$ cat config.mk
export PLATFORM = sky130hd
export DESIGN_NAME = xadc_temp_reader
export DESIGN_NICKNAME = d
export VERILOG_FILES = /design/src/rtl/xadc_temp_reader.sv
export SDC_FILE = /design/constraint.sdc
export NUM_CORES = 1
export LEC_CHECK = 0
export CAP_MARGIN = 5
export CORE_MARGIN = 10
export CORE_UTILIZATION = 25
export DETAILED_ROUTE_END_ITERATION = 12
export GPL_ROUTABILITY_DRIVEN = 0
export REMOVE_ABC_BUFFERS = 1
export SLEW_MARGIN = 5
export SYNTH_ARGS = -nofsm -noshare
export SYNTH_HDL_FRONTEND = slang
export SYNTH_SLANG_ARGS = --single-unit
$ cat constraint.sdc
create_clock -name clk -period 12 [get_ports clk]
set_clock_uncertainty 0.1 [all_clocks]
set_input_delay 3 -clock clk [delete_from_list [all_inputs] [get_ports clk]]
set_output_delay 3 -clock clk [all_outputs]
set_load 0.1 [all_outputs]
$ cat src/rtl/xadc_temp_reader.sv
// Periodic XADC die-temperature read over DRP (addr 0x00), converted to 0.01 degC; result 2 cycles after drdy.
// Build option TEMP_AVG_EN: publish the mean of every 4 conversions instead of each conversion.
module xadc_temp_reader #(
  parameter int unsigned SAMPLE_DIV = 1000000,
  parameter int unsigned TIMEOUT    = 255
) (
  input  logic               clk,
  input  logic               rst_n,
  output logic               drp_den,
  output logic [6:0]         drp_daddr,
  output logic               drp_dwe,
  output logic [15:0]        drp_di,
  input  logic [15:0]        drp_do,
  input  logic               drp_drdy,
  output logic signed [31:0] temp_x100,
  output logic               temp_valid,
  output logic               drp_err
);

  localparam int unsigned       TW         = (SAMPLE_DIV > 2) ? $clog2(SAMPLE_DIV) : 1;
  localparam logic [TW-1:0]     TMR_RELOAD = TW'(SAMPLE_DIV - 1);
  localparam logic [7:0]        WAIT_LAST  = 8'(TIMEOUT - 1);
  localparam logic [27:0]       SLOPE      = 28'd50398;
  localparam logic signed [31:0] OFFSET    = 32'sd27315;

  typedef enum logic [1:0] {IDLE, REQ, WAIT, CONV} state_t;

  state_t             state_q, state_d;
  logic [TW-1:0]      tmr_q, tmr_d;
  logic               tick;
  logic [7:0]         wcnt_q, wcnt_d;
  logic [11:0]        code_q, code_d;
  logic signed [31:0] temp_q, temp_d;
  logic               vld_q, vld_d;
  logic               err_q, err_d;
  logic [27:0]        prod;
  logic [27:0]        scaled;
  logic signed [31:0] conv;
  logic [3:0]         unused_do_lsb;

`ifdef TEMP_AVG_EN
  logic signed [33:0] acc_q, acc_d;
  logic signed [33:0] sum;
  logic [1:0]         avg_cnt_q, avg_cnt_d;

  assign sum = acc_q + $signed({{2{conv[31]}}, conv});
`endif

  // Free-running sample timer; ticks that land outside IDLE are simply lost.
  assign tick  = (tmr_q == '0);
  assign tmr_d = tick ? TMR_RELOAD : (tmr_q - TW'(1));

  assign prod   = 28'(code_q) * SLOPE;
  assign scaled = prod >> 12;
  assign conv   = $signed({4'd0, scaled}) - OFFSET;

  assign unused_do_lsb = drp_do[3:0];

  always_comb begin
    state_d   = state_q;
    wcnt_d    = wcnt_q;
    code_d    = code_q;
    temp_d    = temp_q;
    vld_d     = 1'b0;
    err_d     = 1'b0;
`ifdef TEMP_AVG_EN
    acc_d     = acc_q;
    avg_cnt_d = avg_cnt_q;
`endif
    case (state_q)
      IDLE: begin
        if (tick) state_d = REQ;
      end
      REQ: begin
        wcnt_d  = '0;
        state_d = WAIT;
      end
      WAIT: begin
        // drdy on the final wait cycle still counts as a good read
        if (drp_drdy) begin
          code_d  = drp_do[15:4];
          state_d = CONV;
        end else if (wcnt_q == WAIT_LAST) begin
          err_d   = 1'b1;
          state_d = IDLE;
        end else begin
          wcnt_d = wcnt_q + 8'd1;
        end
      end
      CONV: begin
        state_d = IDLE;
`ifdef TEMP_AVG_EN
        if (avg_cnt_q == 2'd3) begin
          temp_d    = sum[33:2];  // sum >>> 2, low 32 bits
          vld_d     = 1'b1;
          acc_d     = '0;
          avg_cnt_d = 2'd0;
        end else begin
          acc_d     = sum;
          avg_cnt_d = avg_cnt_q + 2'd1;
        end
`else
        temp_d = conv;
        vld_d  = 1'b1;
`endif
      end
      default: state_d = IDLE;
    endcase
  end

  always_ff @(posedge clk or negedge rst_n) begin
    if (!rst_n) begin
      state_q   <= IDLE;
      tmr_q     <= TMR_RELOAD;
      wcnt_q    <= '0;
      code_q    <= '0;
      temp_q    <= '0;
      vld_q     <= 1'b0;
      err_q     <= 1'b0;
`ifdef TEMP_AVG_EN
      acc_q     <= '0;
      avg_cnt_q <= '0;
`endif
    end else begin
      state_q   <= state_d;
      tmr_q     <= tmr_d;
      wcnt_q    <= wcnt_d;
      code_q    <= code_d;
      temp_q    <= temp_d;
      vld_q     <= vld_d;
      err_q     <= err_d;
`ifdef TEMP_AVG_EN
      acc_q     <= acc_d;
      avg_cnt_q <= avg_cnt_d;
`endif
    end
  end

  assign drp_den    = (state_q == REQ);
  assign drp_daddr  = 7'h00;
  assign drp_dwe    = 1'b0;
  assign drp_di     = 16'h0000;
  assign temp_x100  = temp_q;
  assign temp_valid = vld_q;
  assign drp_err    = err_q;

endmodule

# Word-level counts from Yosys, hierarchy flattened
# Cells that the tools add are included.
[classes] mux=12 n_addsub=3 eq_ne=8 reduce_logical=6 multipliers=1
[op_table] operator="$mul 12x15->27 const B" n=1
[op_table] operator="$logic_not 20->1" n=1
[op_table] operator="$mux 20" n=1
[op_table] operator="$sub 20x1->20 const B" n=1
[op_table] operator="$sub 16x15->17 const B" n=1
[op_table] operator="$mux 8" n=2
[op_table] operator="$pmux 8 s2" n=1
[op_table] operator="$add 8x1->8 const B" n=1
[op_table] operator="$eq 8x8->1 const B" n=1
[op_table] operator="$pmux 2 s4" n=1
[op_table] operator="$mux 2" n=3
[op_table] operator="$ne 2x2->1 const B" n=3
[op_table] operator="$eq 2x2->1 const B" n=2
[op_table] operator="$mux 1" n=4
[op_table] operator="$reduce_and 2->1" n=2
[op_table] operator="$ne 3x3->1 const B" n=1
[op_table] operator="$reduce_and 3->1" n=1
[op_table] operator="$eq 2x1->1 const B" n=1
[op_table] operator="$logic_not 2->1" n=1
[op_table] operator="$reduce_bool 2->1" n=1
[totals] word_cells=37 regBits=76 input_bits=19

# Depth between registers and ports, before layout
# Gate-level depths: netlist of run 1.
[logic_depth] ltp_word=4 depth_mapped=24 depth_no_buf=24

# Worst setup path after synthesis of run 1
# No wires, ideal clock.
[synth_timing] kind="flip-flop to flip-flop" from="register code_q[9]" to="register temp_q[13] (netlist: temp_x100[13])" t_arrival_ps=5560 setup_slack_ps=6215 stages_incl_launch_ff=22 path_buffers=1 synth_period_minus_slack_ps=5785 path_cell_list="dfrtp_1 fa_1 inv_1 fa_1 inv_1 fa_1 fa_1 inv_1 fa_1 inv_1 ha_1 buf_2 a21oi_1 o21ai_1 a211oi_1 o21bai_1 xnor2_1 o21ai_1 o211ai_1 nand3_1 xnor2_1 mux2_2"
[synth_via] elab_chain_cells=2
[synth_lines] element="start, declared" line_no="32" rtl="logic [11:0] code_q, code_d;"
[synth_lines] element="start signal, assigned" line_no="128" rtl="code_q <= code_d;"
[synth_lines] element="$mul 12x15->27" line_no="53" rtl="assign prod = 28'(code_q) * SLOPE;"
[synth_lines] element="$sub 16x15->17" line_no="55" rtl="assign conv = $signed({4'd0, scaled}) - OFFSET;"
[synth_lines] element="end signal, assigned" line_no="129" rtl="temp_q <= temp_d;"
[synth_lines] element="end, declared" line_no="33" rtl="logic signed [31:0] temp_q, temp_d;"
# No other way between the ends.
# A chain may end at the register's enable or synchronous reset.

# Worst setup path after layout of run 1
# Same ends and word-level chain as after synthesis.

==> impl_metrics.yaml, run 1 <==
sta:
  slew_violations: 0
  period_minus_slack_ns: 6.424
  setup_slack_ns: 5.576
  max_freq_mhz: 155.7
  relSlewSlack_pct: 32.25
  holdWs_ns: 0.3629
  rsz0062_at_grt: "false"
  finalHoldViolations: 0
  finalSetupViolCount: 0
  fin_tns_setup_ns: 0
  worstMarginPinSlew_ns: 1.013
  period_share_pct: 53.53
placement:
  pre_cts_ws_ns: 5.572
  port_buffers: 49
  hpwlAfterDp_um: 11500
  dpl.cell_count: 1071
synth:
  avgSynthCellArea_um2: 9.466
  ys_seq_area_share_pct: 22.97
  synth_cell_types: 68
  synth_ff_type: "dfrtp_1"
  synth_edf_count: 0
  yosysWarnings: 0
  synth-seq-cells: 61
  netlist_area_um2: 6711
  synthesis.instances: 709
  synthArstFlopShare_pct: 100.0
outcome:
  status: "completed"
clocking:
  root_buffer: "clkbuf_16"
  clk_path_buf_depth: 2
  numCtsBuffers: 9
  postCtsSetupBuffers: 0
  cts_resized: 0
  cts_tree: "built"
  cts.clk_slew.worst_paths_ns: 0.06
  insertion_delay_ns: 0.34
  ctsHtreeMaxLevel: 3
  clock-sinks: 61
  cts_hold_buffers: 0
layout:
  layout_commonest_cell: "inv_1"
  fin_cells: 1087
  n_fill_cell: 2748
  final_nets: 916
  drive_gt1_share_pct: 9.043
  antenna_cells: 0
  syn_to_final_growth_pct: 14.45
  final_cell_mix: "137 x inv_1, 96 x ha_1, 54 x fa_1, 50 x nand2_1, 49 x dfrtp_1"
global_routing:
  grt_pass1_wl_um: 24010
  grt_use_total_pct: 8.607
  grt_max_degree: 62
  grt_pass1_vias: 4921
  grt-ovfl-total: 0
  antenna_found_initial: 3
critical_path:
  worst_path_largest_cell_delay_ns: 0.63
  path_max_fanout: 9
  slowest_stage: "fa_1"
  critical_path_depth: 20
  critPathMostFrequentCell: "fa_1"
  critical_path.top_delay_family: "adder cells"
  crit_type: "reg2reg"
  cp_cell_sequence: "fa_1 > inv_1 > fa_1 > inv_1 > fa_1 > fa_1 > inv_1 > fa_1 > inv_1 > ha_1 > a21oi_1 > o21ai_1 > a211oi_1 > o21bai_1 > xnor2_1 > o21ai_1 > o211ai_1 > nand3_1 > xnor2_1 > mux2_2"
  cp.arrival_ns: 6.55
  start_kind: "flip-flop"
  path_buf_inv: 4
  cp.required_ns: 12.12
  r2r_cells: 20
  cp-end-kind: "flip-flop"
routing:
  drt-total-wl_um: 13850
  viasPerCell: 4.223
  drtIter0Drc: 147
  drtPass1Iterations: 4
  wl_per_cell_um: 12.74
  vias: 4590
  drc_errors: 0
  postRouteAntennaNets: 0
floorplan:
  die_h_um: 183.8
  die_w_um: 183.8
  rows: 59
  dieArea_um2: 33800
  num_io_pins: 78
  core_area_um2: 26210
  start_util_pct: 25.61
hold_path:
  hp-class: "reg2reg"
  holdPathStages: 1
run:
  maxCapViolCount: 0
## cell type report
type | count | area (um^2) | area share [%]
well taps | 335 | 419.2 | 5.457
repair buffers | 50 | 493.0 | 6.418
clock buffers | 9 | 225.2 | 2.932
multi-input cells | 487 | 4410 | 57.42
clock inverters | 7 | 73.82 | 0.9611
flip-flops and latches | 61 | 1541 | 20.07
inverters | 138 | 518.0 | 6.744
## sequential cells by signal, summed over array words and instances, names as in the netlist
register and cells:
temp_valid 1, wcnt_q 8, temp_x100 17, drp_err 1, state_q 2, code_q 12, tmr_q 20
## logic make-up after synthesis
logic type      synth area share [%]
other cells                  0.05587
xor+xnor                       5.313
mux                            3.057
flops                          22.97
simple gates                   10.85
compound gates                 11.15
fa+ha+maj                      34.00
buf+inv                        12.60
## path summary, 6_finish.rpt
| path | from | endpoint | slack, ns |
|---|---|---|---|
| min in group asynchronous | rst_n | tmr_q[10] | 2.70 |
| min | tmr_q[0] | tmr_q[0] | 0.36 |
| max reg2reg | code_q[9] | temp_x100[13] | 5.58 |
| max in group asynchronous | rst_n | temp_x100[1] | 8.57 |
| max | code_q[9] | temp_x100[13] | 5.58 |
| min reg2reg | tmr_q[0] | tmr_q[0] | 0.36 |
## synthesized netlist by cell type, types with 3 or more instances
library cell  count  area share [%]
nand2_1          50             2.8
ha_1             96              18
mux2_2           16             2.7
nand4_1           6            0.56
dfrtp_1          49              18
nor4_1            3            0.28
o21a_1            3            0.34
a211oi_1          4            0.45
a21oi_1          29             2.2
or3_1             6            0.56
a21o_1            8            0.89
nand3_1          18             1.3
o21ai_1           5            0.37
nor2_1           33             1.8
nor3_1            8            0.60
a21oi_2           3            0.39
a31oi_1           3            0.28
or2_2             3            0.28
xnor2_1          24             3.1
xor2_1           13             1.7
buf_4            39             4.4
a211oi_2          3            0.56
dfstp_2          12             4.7
a22o_1            3            0.39
o21ai_0          16             1.2
o211ai_1          5            0.56
o22ai_1           3            0.28
fa_1             54              16
clkbuf_1          4            0.22
inv_1           137             7.7
and2_1            9            0.84
## worst register-to-register path, stage by stage, from the launching register on
cell and delay, ns:
dfrtp_1 0.49, fa_1 0.63, inv_1 0.07, fa_1 0.50
inv_1 0.05, fa_1 0.51, fa_1 0.55, inv_1 0.06
fa_1 0.56, inv_1 0.05, ha_1 0.40, a21oi_1 0.25
o21ai_1 0.16, a211oi_1 0.36, o21bai_1 0.13, xnor2_1 0.44
o21ai_1 0.20, o211ai_1 0.26, nand3_1 0.13, xnor2_1 0.15
mux2_2 0.27
## metal layers
layer,part of all wire (%),up-vias,GRT usage (%)
li1,-,2345,-
met1,49,2141,11.14
met2,44,76,13.54
met3,5.4,22,2.253
met4,1.6,6,2.983
met5,0.20,-,0
## metrics by stage
step | area [um^2] | util, %
4_1_cts | 7681 | 29.31
3_3_place_gp | 7382 | 28.17
2_1_floorplan | 6470 | -
5_1_grt | 7681 | 29.31
3_5_place_dp | 7382 | 28.17
6_report | 7681 | 29.31
Power of run 1 is not shown: default switching activity piles up to over one toggle a cycle in this logic, so the estimate is an artifact.
==> inputs of run 2 (changes only) <==
==> constraint.sdc (replaced) <==
create_clock -name clk -period 5.45 [get_ports clk]
set_clock_uncertainty 0.1 [all_clocks]
set_input_delay 1.3625 -clock clk [delete_from_list [all_inputs] [get_ports clk]]
set_output_delay 1.3625 -clock clk [all_outputs]
set_load 0.1 [all_outputs]
==> run 2 against run 1 <==
Compared with the run above: the run now ends with negative setup slack left; worst hold slack improved by 0.00086 ns; sequential share of layout area is 2.9 points lower; via count rose by 11%; worst setup slack worse by 5.7 ns; die area did not move; critical path depth rose by 3; routed wire length grew 13%; final area grew 17%; first-iteration DRC count grew 37%; critical endpoint is now temp_x100[12]; largest cell class unchanged.
==> impl_metrics.yaml, run 2 (synthesis results as in run 1) <==
routing:
  drtPass1Iterations: 4
  drt-total-wl_um: 15680
  vias: 5091
  wl_per_cell_um: 13.08
  viasPerCell: 4.246
  postRouteAntennaNets: 0
  drc_errors: 0
  drtIter0Drc: 202
layout:
  final_cell_mix: "127 x inv_1, 103 x buf_4, 83 x ha_1, 49 x fa_1, 48 x clkdlybuf4s50_1"
  final_nets: 1028
  final_core_util_pct: 34.29
  largest_reg_flops: 20
  layout_commonest_cell: "inv_1"
  drive_gt1_share_pct: 29.51
  syn_to_final_growth_pct: 33.87
  antenna_cells: 0
  design_area_um2: 8985
  top_register: "tmr_q"
outcome:
  violations: "negative setup slack"
  status: "complete, but fails checks"
placement:
  hpwlAfterDp_um: 12360
  port_buffers: 49
  post_dp_cell_area_um2: 8058
global_routing:
  grt_max_degree: 62
  grt_use_total_pct: 9.299
  grt-ovfl-total: 0
  antenna_found_initial: 1
  grt_pass1_vias: 5257
  grt_pass1_wl_um: 25920
critical_path:
  path_buf_inv: 7
  r2r_cells: 23
  start_kind: "flip-flop"
  cp.arrival_ns: 5.67
  cp-end-kind: "flip-flop"
  critical_path.top_delay_family: "adder cells"
  reg2reg_setup_slack_ns: -0.09
  slowest_stage: "fa_2"
  reg2reg_from: "code_q[11]"
  worst_path_largest_cell_delay_ns: 0.60
  crit_type: "reg2reg"
  cp_cell_sequence: "fa_2 > inv_2 > fa_2 > inv_2 > fa_2 > fa_1 > inv_1 > fa_1 > inv_2 > ha_4 > a21oi_2 > buf_4 > and2_4 > a221oi_2 > buf_4 > o221ai_2 > o211ai_2 > buf_4 > a21oi_2 > o211a_4 > o21ai_4 > xnor2_1 > mux2_4"
  path_max_fanout: 4
  r2r_end: "temp_x100[12]"
  cp.required_ns: 5.58
clocking:
  insertion_delay_ns: 0.34
  numCtsBuffers: 9
  clk_path_buf_depth: 2
  cts_hold_buffers: 0
  ctsHtreeMaxLevel: 3
  cts_tree: "built"
  cts.clk_slew.worst_paths_ns: 0.06
  clock-sinks: 61
  root_buffer: "clkbuf_16"
sta:
  worstMarginPinSlew_ns: 1.005
  fin_tns_setup_ns: -0.3544
  finalHoldViolations: 0
  max_freq_mhz: 180.4
  period_minus_slack_ns: 5.543
  setup_slack_ns: -0.09292
  relSlewSlack_pct: 32.82
  rsz0062_at_grt: "true"
  period_share_pct: 101.7
  finalSetupViolCount: 7
  slew_violations: 0
hold_path:
  holdPathStages: 1
  hp-class: "reg2reg"
  worstHoldEndpoint: "tmr_q[0]"
  min_from: "tmr_q[0]"
floorplan:
  core_area_um2: 26210
  die_w_um: 183.8
  start_util_pct: 25.61
  dieArea_um2: 33800
  num_io_pins: 78
  die_h_um: 183.8
  rows: 59
run:
  maxCapViolCount: 0
-- run 2: cell types whose count changed in the layout (fill, tap and decap cells not counted), sizes merged --
cell	change
clkinv	-2
inv	+1
buf	+112
clkbuf	+1
-- run 2: worst reg2reg max path: stages, from the launching register on --
cell,delay (ns)
dfrtp_1,0.40
fa_2,0.60
inv_2,0.04
fa_2,0.52
inv_2,0.04
fa_2,0.44
fa_1,0.52
inv_1,0.05
fa_1,0.49
inv_2,0.05
ha_4,0.28
a21oi_2,0.07
buf_4,0.14
and2_4,0.13
a221oi_2,0.26
buf_4,0.15
o221ai_2,0.11
o211ai_2,0.10
buf_4,0.14
a21oi_2,0.04
o211a_4,0.25
o21ai_4,0.17
xnor2_1,0.10
mux2_4,0.25
-- run 2: metrics by stage --
stage	instances	hold slack (ns)	worst slack, ns
after detailed placement	1161	0.3509	-0.4666
after global routing	1199	0.3936	-0.3727
final	1199	0.3638	-0.09292
after floorplan	686	0.3355	-5.842
after CTS	1190	0.3650	-0.2031
after global placement	1161	0.3491	-0.4440
-- run 2: routing by layer --
metal | part of all wire (%) | track usage, % | wire [um] | vias up
met5 | 0.070 | 0 | 11 | -
met4 | 1.4 | 2.983 | 226 | 2
met3 | 4.6 | 2.312 | 723 | 16
met2 | 47 | 15.14 | 7368 | 77
met1 | 47 | 11.79 | 7350 | 2420
li1 | - | - | - | 2576
-- run 2: worst max path at each step --
stage	start	end	slack [ns]	depth (start not counted)
after global placement	code_q[9]	temp_x100[15]	-0.44	22
after global routing	code_q[11]	temp_x100[15]	-0.37	21
after CTS	code_q[11]	temp_x100[15]	-0.20	21
after detailed placement	code_q[9]	temp_x100[15]	-0.47	21
final	code_q[11]	temp_x100[12]	-0.09	23
after floorplan	temp_x100[30]	temp_x100[16]	-5.84	0
-- run 2: repair_timing --
| action | in CTS | in global routing |
|---|---|---|
| setup endpoints to repair | 13 | 13 |
| setup buffers | 14 | 9 |
| gates resized for setup | 51 | 43 |
| pin swaps | 58 | 39 |
-- run 2: final cells by class --
type	instances	area, um^2
Fill cell	2640	17220
Multi-Input combinational cell	487	4825
Sequential cell	61	1544
Timing Repair Buffer	162	1371
Inverter	138	518.0
Tap cell	335	419.2
Clock buffer	10	239.0
Clock inverter	6	68.82
Power of run 2 is left out for the same reason.
==> inputs of run 3 (changes only) <==
==> constraint.sdc (replaced) <==
create_clock -name clk -period 7 [get_ports clk]
set_clock_uncertainty 0.1 [all_clocks]
set_input_delay 1.75 -clock clk [delete_from_list [all_inputs] [get_ports clk]]
set_output_delay 1.75 -clock clk [all_outputs]
set_load 0.1 [all_outputs]
==> run 3 against run 2 <==
Compared with the run above: the run now ends clean; critical path depth is 3 lower; cell count down 9.3%; sequential share of layout area grew 2.8 points; critical path type unchanged; highest routed layer is now met4; first-iteration DRC count decreased by 22%.
==> impl_metrics.yaml, run 3 (synthesis results as in run 1) <==
layout:
  multi_input_area_um2: 4410
  final_cell_mix: "137 x inv_1, 96 x ha_1, 54 x fa_1, 50 x nand2_1, 49 x dfrtp_1"
  top_register: "tmr_q"
  syn_to_final_growth_pct: 14.91
  register_area_um2: 1541
  antenna_cells: 0
  final_nets: 917
  n_fill_cell: 2709
  drive_gt1_share_pct: 9.163
  final_core_util_pct: 29.43
  largest_reg_flops: 20
  layout_commonest_cell: "inv_1"
  fin_cells: 1088
routing:
  drc_errors: 0
  postRouteAntennaNets: 0
  drtIter0Drc: 157
  viasPerCell: 4.227
  wl_per_cell_um: 12.63
  drt-total-wl_um: 13740
  vias: 4599
  drtPass1Iterations: 4
hold_path:
  min_from: "tmr_q[0]"
  hp-class: "reg2reg"
critical_path:
  cp_cell_sequence: "fa_1 > inv_1 > fa_1 > inv_1 > fa_1 > fa_1 > inv_1 > fa_1 > inv_1 > ha_1 > a21oi_1 > o21ai_1 > nor3_2 > a211oi_2 > nor3_1 > xnor2_1 > o211ai_1 > a311o_1 > xor2_1 > a21oi_1"
  cp-end-kind: "flip-flop"
  crit_type: "reg2reg"
  crit_start: "code_q[10]"
  cp.arrival_ns: 6.37
  worst_path_largest_cell_delay_ns: 0.57
  path_max_fanout: 9
  start_kind: "flip-flop"
  critPathMostFrequentCell: "fa_1"
  critical_path.top_delay_family: "adder cells"
  slowest_stage: "fa_1"
  path_buf_inv: 4
  reg2reg_from: "code_q[10]"
  cp.required_ns: 7.08
outcome:
  status: "completed"
clocking:
  cts.clk_slew.worst_paths_ns: 0.06
  numCtsBuffers: 9
  insertion_delay_ns: 0.34
  ctsHtreeMaxLevel: 3
  clock-sinks: 61
  clk_path_buf_depth: 2
  cts_tree: "built"
  postCtsSetupBuffers: 0
  root_buffer: "clkbuf_16"
  cts_resized: 0
  cts_hold_buffers: 0
placement:
  hpwlAfterDp_um: 11370
  port_buffers: 49
  pre_cts_ws_ns: 0.7015
  dpl.cell_count: 1072
sta:
  slew_violations: 0
  worstMarginPinSlew_ns: 1.005
  finalHoldViolations: 0
  setup_slack_ns: 0.7075
  rsz0062_at_grt: "false"
  max_freq_mhz: 158.9
  fin_tns_setup_ns: 0
  period_share_pct: 89.89
  period_minus_slack_ns: 6.292
  finalSetupViolCount: 0
  relSlewSlack_pct: 32.80
floorplan:
  rows: 59
  core_area_um2: 26210
  die_h_um: 183.8
  num_io_pins: 78
  die_w_um: 183.8
  start_util_pct: 25.61
  dieArea_um2: 33800
global_routing:
  grt_use_total_pct: 8.378
  grt_max_degree: 62
  grt-ovfl-total: 0
  grt_pass1_wl_um: 23460
  antenna_found_initial: 0
  grt_pass1_vias: 4809
run:
  maxCapViolCount: 0
run 3: cell count changes in the layout (fill, tap and decap cells not counted), sizes merged:
| cell | before | now |
|---|---|---|
| bufinv | 1 | 2 |
| inv | 139 | 138 |
| buf | 114 | 3 |
| clkinvlp | 1 | 2 |
| clkbuf | 10 | 9 |
run 3: metal layers:
| metal | share of wire [%] | track usage (%) | vias up |
|---|---|---|---|
| met1 | 51 | 11.42 | 2167 |
| met2 | 43 | 12.78 | 72 |
| met3 | 4.7 | 2.016 | 10 |
| li1 | - | - | 2350 |
| met4 | 1.3 | 2.491 | 0 |
| met5 | 0 | 0 | - |
run 3: path summary, 6_finish.rpt:
check / endpoint / slack (ns) / cells past startpoint
min: tmr_q[0] / 0.36 / 1
max reg2reg: temp_x100[15] / 0.71 / 20
min in group asynchronous: tmr_q[13] / 1.46 / 2
max in group asynchronous: temp_x100[8] / 4.82 / 2
max: temp_x100[15] / 0.71 / 20
min reg2reg: tmr_q[0] / 0.36 / 1
run 3: layout make-up:
| cell class | instances | share of cell area, % |
|---|---|---|
| sequential | 61 | 19.99 |
| tap | 335 | 5.435 |
| inverter | 138 | 6.716 |
| timing repair buffer | 51 | 6.489 |
| multi-input combinational | 487 | 57.19 |
| clock inverter | 7 | 1.265 |
| clock buffer | 9 | 2.920 |
run 3: stage by stage:
step	area, um^2	hold slack, ns
after floorplan	6470	0.3355
after global placement	7390	0.3502
after detailed placement	7390	0.3523
after CTS	7712	0.3667
after global routing	7712	0.3965
final	7712	0.3644
run 3: worst register-to-register path: stages (launching register included):
cell and delay (ns):
dfrtp_1 0.47, fa_1 0.58, inv_1 0.07, fa_1 0.49, inv_1 0.05, fa_1 0.52
fa_1 0.54, inv_1 0.05, fa_1 0.55, inv_1 0.05, ha_1 0.42, a21oi_1 0.14
o21ai_1 0.26, nor3_2 0.09, a211oi_2 0.33, nor3_1 0.12, xnor2_1 0.43, o211ai_1 0.21
a311o_1 0.39, xor2_1 0.17, a21oi_1 0.09
Power of run 3 is left out for the same reason.
